`src/rtl/rv32ima_pkg.sv`:
```
// Shared types for the rv32ima memory path: data word, load/store width codes
// and the memory arbiter state encoding.
package rv32ima_pkg;

  localparam int LDST_WIDTH_W = 2;

  typedef logic [31:0] word_t;

  typedef enum logic [LDST_WIDTH_W-1:0] {
    LDST_BYTE = 2'd0,
    LDST_HALF = 2'd1,
    LDST_WORD = 2'd2
  } ldst_width_t;

  typedef enum logic [1:0] {
    IDLE,
    IACC,
    DACC,
    DONE
  } mem_arb_state_t;

endpackage

```
`src/rtl/mem_arbiter_ldst_align.sv`:
```
// Byte-lane steering: store replication and byte enables, plus load extraction
// with zero extension. Width code 3 falls through to word behaviour.
module ldst_align
  import rv32ima_pkg::*;
(
  input  logic [LDST_WIDTH_W-1:0] width_i,
  input  logic [1:0]              addr_lo_i,
  input  word_t                   store_i,
  input  word_t                   rdata_i,
  output word_t                   wdata_o,
  output logic [3:0]              be_o,
  output word_t                   load_o
);

  always_comb begin
    wdata_o = store_i;
    be_o    = 4'hF;
    load_o  = rdata_i;
    case (width_i)
      LDST_BYTE: begin
        wdata_o = {4{store_i[7:0]}};
        be_o    = 4'b0001 << addr_lo_i;
        load_o  = {24'b0, rdata_i[{addr_lo_i, 3'b000} +: 8]};
      end
      LDST_HALF: begin
        wdata_o = {2{store_i[15:0]}};
        be_o    = addr_lo_i[1] ? 4'b1100 : 4'b0011;
        load_o  = {16'b0, (addr_lo_i[1] ? rdata_i[31:16] : rdata_i[15:0])};
      end
      default: ;
    endcase
  end

endmodule

```
`src/rtl/mem_arbiter.sv`:
```
// Serialises instruction fetches and loads/stores onto one single-ported RAM.
// Define MEM_ARBITER_MISALIGN_CHECK_EN to add dmem_fault and reject misaligned half/word accesses.
module mem_arbiter
  import rv32ima_pkg::*;
#(
  parameter int RAM_AW     = 16,
  parameter bit DATA_FIRST = 1'b1
) (
  input  logic                    clk,
  input  logic                    nrst,
  input  logic                    imem_ren,
  input  logic [31:0]             imem_addr,
  output logic [31:0]             imem_load,
  output logic                    ihit,
  input  logic                    dmem_ren,
  input  logic                    dmem_wen,
  input  logic [31:0]             dmem_addr,
  input  logic [31:0]             dmem_store,
  input  logic [LDST_WIDTH_W-1:0] dmem_width,
  output logic [31:0]             dmem_load,
  output logic                    dhit,
  output logic                    ram_req,
  output logic                    ram_wen,
  output logic [RAM_AW-1:0]       ram_addr,
  output logic [31:0]             ram_wdata,
  output logic [3:0]              ram_be,
  input  logic [31:0]             ram_rdata,
  input  logic                    ram_ready
`ifdef MEM_ARBITER_MISALIGN_CHECK_EN
  ,
  output logic                    dmem_fault
`endif
);

  mem_arb_state_t          state_q;
  logic                    ram_req_q, ram_wen_q, ihit_q, dhit_q;
  logic [RAM_AW-1:0]       ram_addr_q;
  word_t                   ram_wdata_q, imem_load_q, dmem_load_q;
  logic [3:0]              ram_be_q;
  logic [LDST_WIDTH_W-1:0] width_q;
  logic [1:0]              addr_lo_q;

  logic                    d_req, take_data;
  logic [LDST_WIDTH_W-1:0] align_width;
  logic [1:0]              align_lo;
  word_t                   st_wdata, ld_data;
  logic [3:0]              st_be;
  logic                    unused_addr_bits;

  assign d_req     = dmem_ren | dmem_wen;
  assign take_data = d_req && (DATA_FIRST || !imem_ren);
  assign unused_addr_bits = ^{imem_addr[31:RAM_AW+2], imem_addr[1:0], dmem_addr[31:RAM_AW+2]};

  // Live request drives store steering in IDLE; the latched request drives load extraction later.
  assign align_width = (state_q == IDLE) ? dmem_width : width_q;
  assign align_lo    = (state_q == IDLE) ? dmem_addr[1:0] : addr_lo_q;

  ldst_align u_align (
    .width_i   (align_width),
    .addr_lo_i (align_lo),
    .store_i   (dmem_store),
    .rdata_i   (ram_rdata),
    .wdata_o   (st_wdata),
    .be_o      (st_be),
    .load_o    (ld_data)
  );

`ifdef MEM_ARBITER_MISALIGN_CHECK_EN
  logic fault_q;
  logic misaligned;
  assign misaligned = (dmem_width == LDST_HALF) ? dmem_addr[0]
                    : ((dmem_width != LDST_BYTE) && (dmem_addr[1:0] != 2'b00));
  assign dmem_fault = fault_q;
`endif

  always_ff @(posedge clk) begin
    if (!nrst) begin
      state_q     <= IDLE;
      ram_req_q   <= 1'b0;
      ram_wen_q   <= 1'b0;
      ram_addr_q  <= '0;
      ram_wdata_q <= '0;
      ram_be_q    <= '0;
      ihit_q      <= 1'b0;
      dhit_q      <= 1'b0;
      imem_load_q <= '0;
      dmem_load_q <= '0;
      width_q     <= '0;
      addr_lo_q   <= '0;
`ifdef MEM_ARBITER_MISALIGN_CHECK_EN
      fault_q     <= 1'b0;
`endif
    end else begin
      case (state_q)
        IDLE: begin
          if (take_data) begin
`ifdef MEM_ARBITER_MISALIGN_CHECK_EN
            if (misaligned) begin
              state_q     <= DONE;
              dhit_q      <= 1'b1;
              fault_q     <= 1'b1;
              dmem_load_q <= '0;
            end else
`endif
            begin
              state_q     <= DACC;
              ram_req_q   <= 1'b1;
              ram_wen_q   <= dmem_wen;
              ram_addr_q  <= dmem_addr[RAM_AW+1:2];
              ram_wdata_q <= dmem_wen ? st_wdata : '0;
              ram_be_q    <= dmem_wen ? st_be : 4'hF;
              width_q     <= dmem_width;
              addr_lo_q   <= dmem_addr[1:0];
            end
          end else if (imem_ren) begin
            state_q     <= IACC;
            ram_req_q   <= 1'b1;
            ram_wen_q   <= 1'b0;
            ram_addr_q  <= imem_addr[RAM_AW+1:2];
            ram_wdata_q <= '0;
            ram_be_q    <= 4'hF;
          end
        end
        IACC: begin
          if (ram_ready) begin
            ram_req_q <= 1'b0;
            state_q   <= DONE;
            if (imem_ren) begin
              ihit_q      <= 1'b1;
              imem_load_q <= ram_rdata;
            end
          end
        end
        DACC: begin
          // A withdrawn request still lets the RAM finish, but the result is dropped.
          if (ram_ready) begin
            ram_req_q <= 1'b0;
            state_q   <= DONE;
            if (d_req) begin
              dhit_q <= 1'b1;
              if (!ram_wen_q) dmem_load_q <= ld_data;
            end
          end
        end
        DONE: begin
          ihit_q  <= 1'b0;
          dhit_q  <= 1'b0;
`ifdef MEM_ARBITER_MISALIGN_CHECK_EN
          fault_q <= 1'b0;
`endif
          state_q <= IDLE;
        end
        default: state_q <= IDLE;
      endcase
    end
  end

  assign ram_req   = ram_req_q;
  assign ram_wen   = ram_wen_q;
  assign ram_addr  = ram_addr_q;
  assign ram_wdata = ram_wdata_q;
  assign ram_be    = ram_be_q;
  assign ihit      = ihit_q;
  assign dhit      = dhit_q;
  assign imem_load = imem_load_q;
  assign dmem_load = dmem_load_q;

endmodule

```
`config.mk`:
```
export PLATFORM = sky130hd
export DESIGN_NAME = mem_arbiter
export DESIGN_NICKNAME = d
export VERILOG_FILES = /design/src/rtl/rv32ima_pkg.sv /design/src/rtl/mem_arbiter_ldst_align.sv /design/src/rtl/mem_arbiter.sv
export SDC_FILE = /design/constraint.sdc
export NUM_CORES = 1
export LEC_CHECK = 0
export BUFFER_PORTS_ARGS = -buffer_cell sky130_fd_sc_hd__buf_2
export CAP_MARGIN = 10
export CORE_ASPECT_RATIO = 1.2
export CORE_MARGIN = 1.5
export CORE_UTILIZATION = 48
export CTS_CLUSTER_DIAMETER = 30
export DETAILED_ROUTE_END_ITERATION = 12
export PLACE_DENSITY = 0.81
export REMOVE_ABC_BUFFERS = 1
export SYNTH_ARGS = -nofsm -noshare
export SYNTH_HDL_FRONTEND = slang
export SYNTH_HIERARCHICAL = 1
export SYNTH_SLANG_ARGS = --single-unit
```
`constraint.sdc`:
```
create_clock -name clk -period 2.64 [get_ports clk]
set_clock_uncertainty 0.15 [all_clocks]
set_input_delay 0.264 -clock clk [delete_from_list [all_inputs] [get_ports clk]]
set_output_delay 0.264 -clock clk [all_outputs]
set_load 0.005 [all_outputs]
```
==> results.rst <==
.. list-table::
   :header-rows: 1

   * - Metric
     - Value
   * - Status
     - complete, no violations
   * - Io pins
     - 256
   * - Number of antenna violations at the first check in global routing
     - 0
   * - Worst Path Buf+Inv
     - 1
   * - Proportion of layout cells with a drive suffix above 1
     - 32.6%
   * - Clock root cell
     - clkbuf_16
   * - Iter 0 DRT Violations
     - 281
   * - Number of register bits inferred by synthesis
     - 126
   * - Vias
     - 6072
   * - Cell area after technology mapping
     - 0.00595 sq mm
   * - Net count reported at finish
     - 1091
   * - Static leakage
     - 3.65 nW
   * - Maximum number of pins on one net before global-route repair
     - 82
   * - Total Die Area
     - 0.0131 sq mm
   * - Critical Path Slowest Stage Cell
     - a221o_1
   * - RD Place Congestion
     - 0.820
   * - TritonCTS buffer count
     - 17
   * - Worst setup path class
     - flip-flop to flip-flop
   * - Proportion of synthesized flip-flops having asynchronous set or reset
     - 0%
   * - WL final
     - 18.2 mm
   * - Delay of the slowest cell on the worst path
     - 0.40 ns
   * - Number of optimization iterations in the first detailed-route pass
     - 6
   * - Commonest register cell after synthesis
     - dfxtp_1
   * - Clock input transition at the sequential cells of the worst setup and hold paths
     - 0.06 ns
   * - Worst supply voltage drop on vdd
     - 0.477 mV
   * - Num Clock Sinks
     - 126
   * - Cells traversed along the worst timing path
     - inv_1 > ha_2 > mux2_2 > nand2b_1 > a21o_1 > a221o_1 > nand2_1 > mux2i_1
   * - Number of antenna cells inserted
     - 0
   * - Later-pin clock latency in the skew report
     - 0.41 ns
   * - Final Max Slew Viols
     - 0
   * - Vert. Die Dim
     - 125 um
   * - GRT Residual Overflow
     - 0
   * - Library cell occupying the most area in the post-synthesis netlist
     - dfxtp_1
   * - TritonCTS clock tree
     - done
   * - Unique masters post-synth
     - 43
   * - Warnings from Yosys
     - 6
   * - Required @ worst endpoint
     - 2.77 ns
   * - WL per Instance
     - 16.2 um
   * - Post-route DRC violation count
     - 0
   * - Number of vias per cell after detailed routing
     - 5.41
   * - Transition time at the pin with the least slew margin
     - 1.22 ns
   * - Maximum level of the CTS H-tree
     - 4
   * - Kind of capture point of the worst setup path
     - flip-flop
   * - RSZ-0062 raised after global routing
     - no
   * - Fillers
     - 938
   * - Maximum clock path buffer count
     - 2
   * - GR Util All Layers
     - 27.3%
   * - Ratio of total power to cell area
     - 889 mW/mm^2
   * - Number of enable-type register cells in the synthesized netlist
     - 0
   * - Startpoint kind of the worst setup timing path
     - flip-flop
   * - Syn Inst Count
     - 697
   * - Global-route wire length before repair
     - 28.8 mm
   * - Avg Synthesized Cell Area
     - 8.54 sq um
   * - Final core area utilization
     - 68.2%
   * - IO buf count
     - 225
   * - Width of the chip
     - 105 um
   * - Area growth from synthesis to layout
     - 38.8%
   * - Depth of the most critical reg-to-reg path
     - 8
   * - HP Class
     - input pin to flip-flop
   * - Post-detailed-placement half-perimeter wirelength
     - 11.9 mm
   * - Core ar.
     - 0.0121 sq mm
   * - Family with the most delay on the worst path
     - compound AO/OA/AOI/OAI gates
   * - CP Max Fanout
     - 9
   * - Final hold vios
     - 0
   * - Vias in the first global route
     - 5816
   * - Fmax achieved
     - 395 MHz
   * - Data arrival time of the critical path
     - 2.66 ns
   * - Site row count
     - 44
   * - Headroom to the max-slew limit
     - 18.3%
   * - Max-cap violations
     - 0
   * - Depth of the critical timing path with buffers and inverters included
     - 8
   * - Overall power of the completed layout
     - 0.00735 W
   * - Final min period
     - 2.53 ns
   * - Hold Path Depth
     - 3
   * - Initial cell density of the core
     - 49.2%
   * - Post-DRT Antenna Nets
     - 0
   * - Leading cell type by number of instances after synthesis
     - nand2_1
   * - Sequential element share of the synthesized area
     - 42.4%
   * - Fraction of post-synthesis cell area in the top cell type by area
     - 42.4%
   * - Most area-consuming cells after synthesis
     - dfxtp_1 (42%), mux2i_1 (12%), nand2_1 (11%)
   * - Final worst path period share
     - 95.8%
   * - Total of endpoints with negative setup slack in the final report
     - 0
   * - Most common library cells after synthesis
     - nand2_1 (174), dfxtp_1 (126), mux2i_1 (70), o21ai_0 (55), a21oi_1 (48)
state kept, by name, summed over array words and instances, names as in the netlist, 2 cells and up:
register and cells:
ram_wdata 32, state_q 2, ram_addr 16, ram_be 4
imem_load 32, width_q 2, addr_lo_q 2, dmem_load 32
cell usage in the layout, fill, tap and decap left out, types with 2 or more instances in the layout:
| cell | n |
|---|---|
| clkbuf_16 | 17 |
| mux2_2 | 20 |
| clkinv_4 | 3 |
| buf_2 | 224 |
| dlygate4sd3_1 | 53 |
| clkbuf_8 | 3 |
| nand2b_1 | 2 |
| mux2i_1 | 70 |
| buf_12 | 4 |
| o21ai_0 | 55 |
| nand2_1 | 174 |
| inv_1 | 4 |
| dfxtp_1 | 126 |
| a221o_1 | 8 |
| nor2_1 | 15 |
| buf_4 | 22 |
| a22o_1 | 16 |
| o21ai_1 | 5 |
| o221a_1 | 4 |
| a21oi_1 | 48 |
| and2_1 | 16 |
| ha_1 | 5 |
| clkinvlp_4 | 5 |
| nand4_1 | 32 |
| o21bai_1 | 2 |
| nand3_1 | 2 |
| a21o_1 | 2 |
| clkinv_2 | 2 |
power by group:
| part | switching [W] | internal, W |
|---|---|---|
| clock | 0.000880 | 0.00137 |
| sequential | 0.000162 | 0.00222 |
| combinational | 0.00146 | 0.00125 |
| total | 0.00250 | 0.00484 |
final timing paths:
check | startpoint | endpoint | slack, ns
hold / removal | imem_addr[10] | ram_addr[8]$_SDFFE_PN0P_ | 0.01
setup reg to reg | state_q[0]$_SDFFE_PN0P_ | dmem_load[4]$_SDFFE_PN0P_ | 0.11
hold reg to reg | ram_wdata[4]$_SDFFE_PN0P_ | ram_wdata[4]$_SDFFE_PN0P_ | 0.30
setup / recovery | state_q[0]$_SDFFE_PN0P_ | dmem_load[4]$_SDFFE_PN0P_ | 0.11
metrics by stage:
| stage | instances | setup slack, ns | area, sq um | hold slack (ns) | TNS, ns |
|---|---|---|---|---|---|
| 5_1_grt | 1123 | 0.0338 | 8270 | 0.0241 | 0 |
| 3_3_place_gp | 1038 | 0.125 | 7150 | 0.285 | 0 |
| 3_5_place_dp | 1038 | 0.0827 | 7150 | 0.292 | 0 |
| 6_report | 1123 | 0.110 | 8270 | 0.0133 | 0 |
| 4_1_cts | 1123 | 0.0469 | 8260 | 0.0000749 | 0 |
| 2_1_floorplan | 627 | -1.92 | 5570 | 0.234 | -80.70 |
layer usage:
metal / wire length, um / track usage, % / vias up
li1: - / - / 2905
met1: 7270 / 31.6 / 2838
met2: 9150 / 48.2 / 299
met3: 1490 / 6.78 / 30
met4: 313 / 10.8 / 0
met5: 0 / 0 / -
final cells by class:
class / instances / area (sq um) / share of cell area (%)
Multi-Input combinational cell: 496 / 3050 / 36.9
Tap cell: 161 / 201 / 2.44
Sequential cell: 126 / 2520 / 30.5
Inverter: 5 / 18.8 / 0.227
Clock inverter: 12 / 113 / 1.36
Timing Repair Buffer: 303 / 1900 / 22.9
Clock buffer: 20 / 467 / 5.65
worst register-to-register path, delay by kind of cell (launching register included):
| family | cells | cell delay, ns |
|---|---|---|
| compound gates | 2 | 0.75 |
| buf+inv | 1 | 0.15 |
| mux | 2 | 0.49 |
| fa+ha+maj | 1 | 0.28 |
| simple gates | 2 | 0.28 |
| flops | 1 | 0.31 |
cell families (layout without fill, tap and decap cells):
family | Yosys count | in the layout | synth area share (%)
AND/OR/NAND/NOR | 253 | 253 | 19.0
AO/OA/AOI/OAI | 147 | 147 | 15.1
flip-flops | 126 | 126 | 42.4
multiplexers | 90 | 90 | 15.5
buffers and inverters | 75 | 340 | 6.74
adder cells (fa/ha/maj) | 6 | 6 | 1.26
timing repair:
item                                    CTS  global route
resized for setup                         1             2
hold buffers                             53             0
endpoints found under the setup margin    1             4
endpoints found under the hold margin    48             0
setup buffers                             0             0
Note: power is estimated with default switching activity, not from simulation.
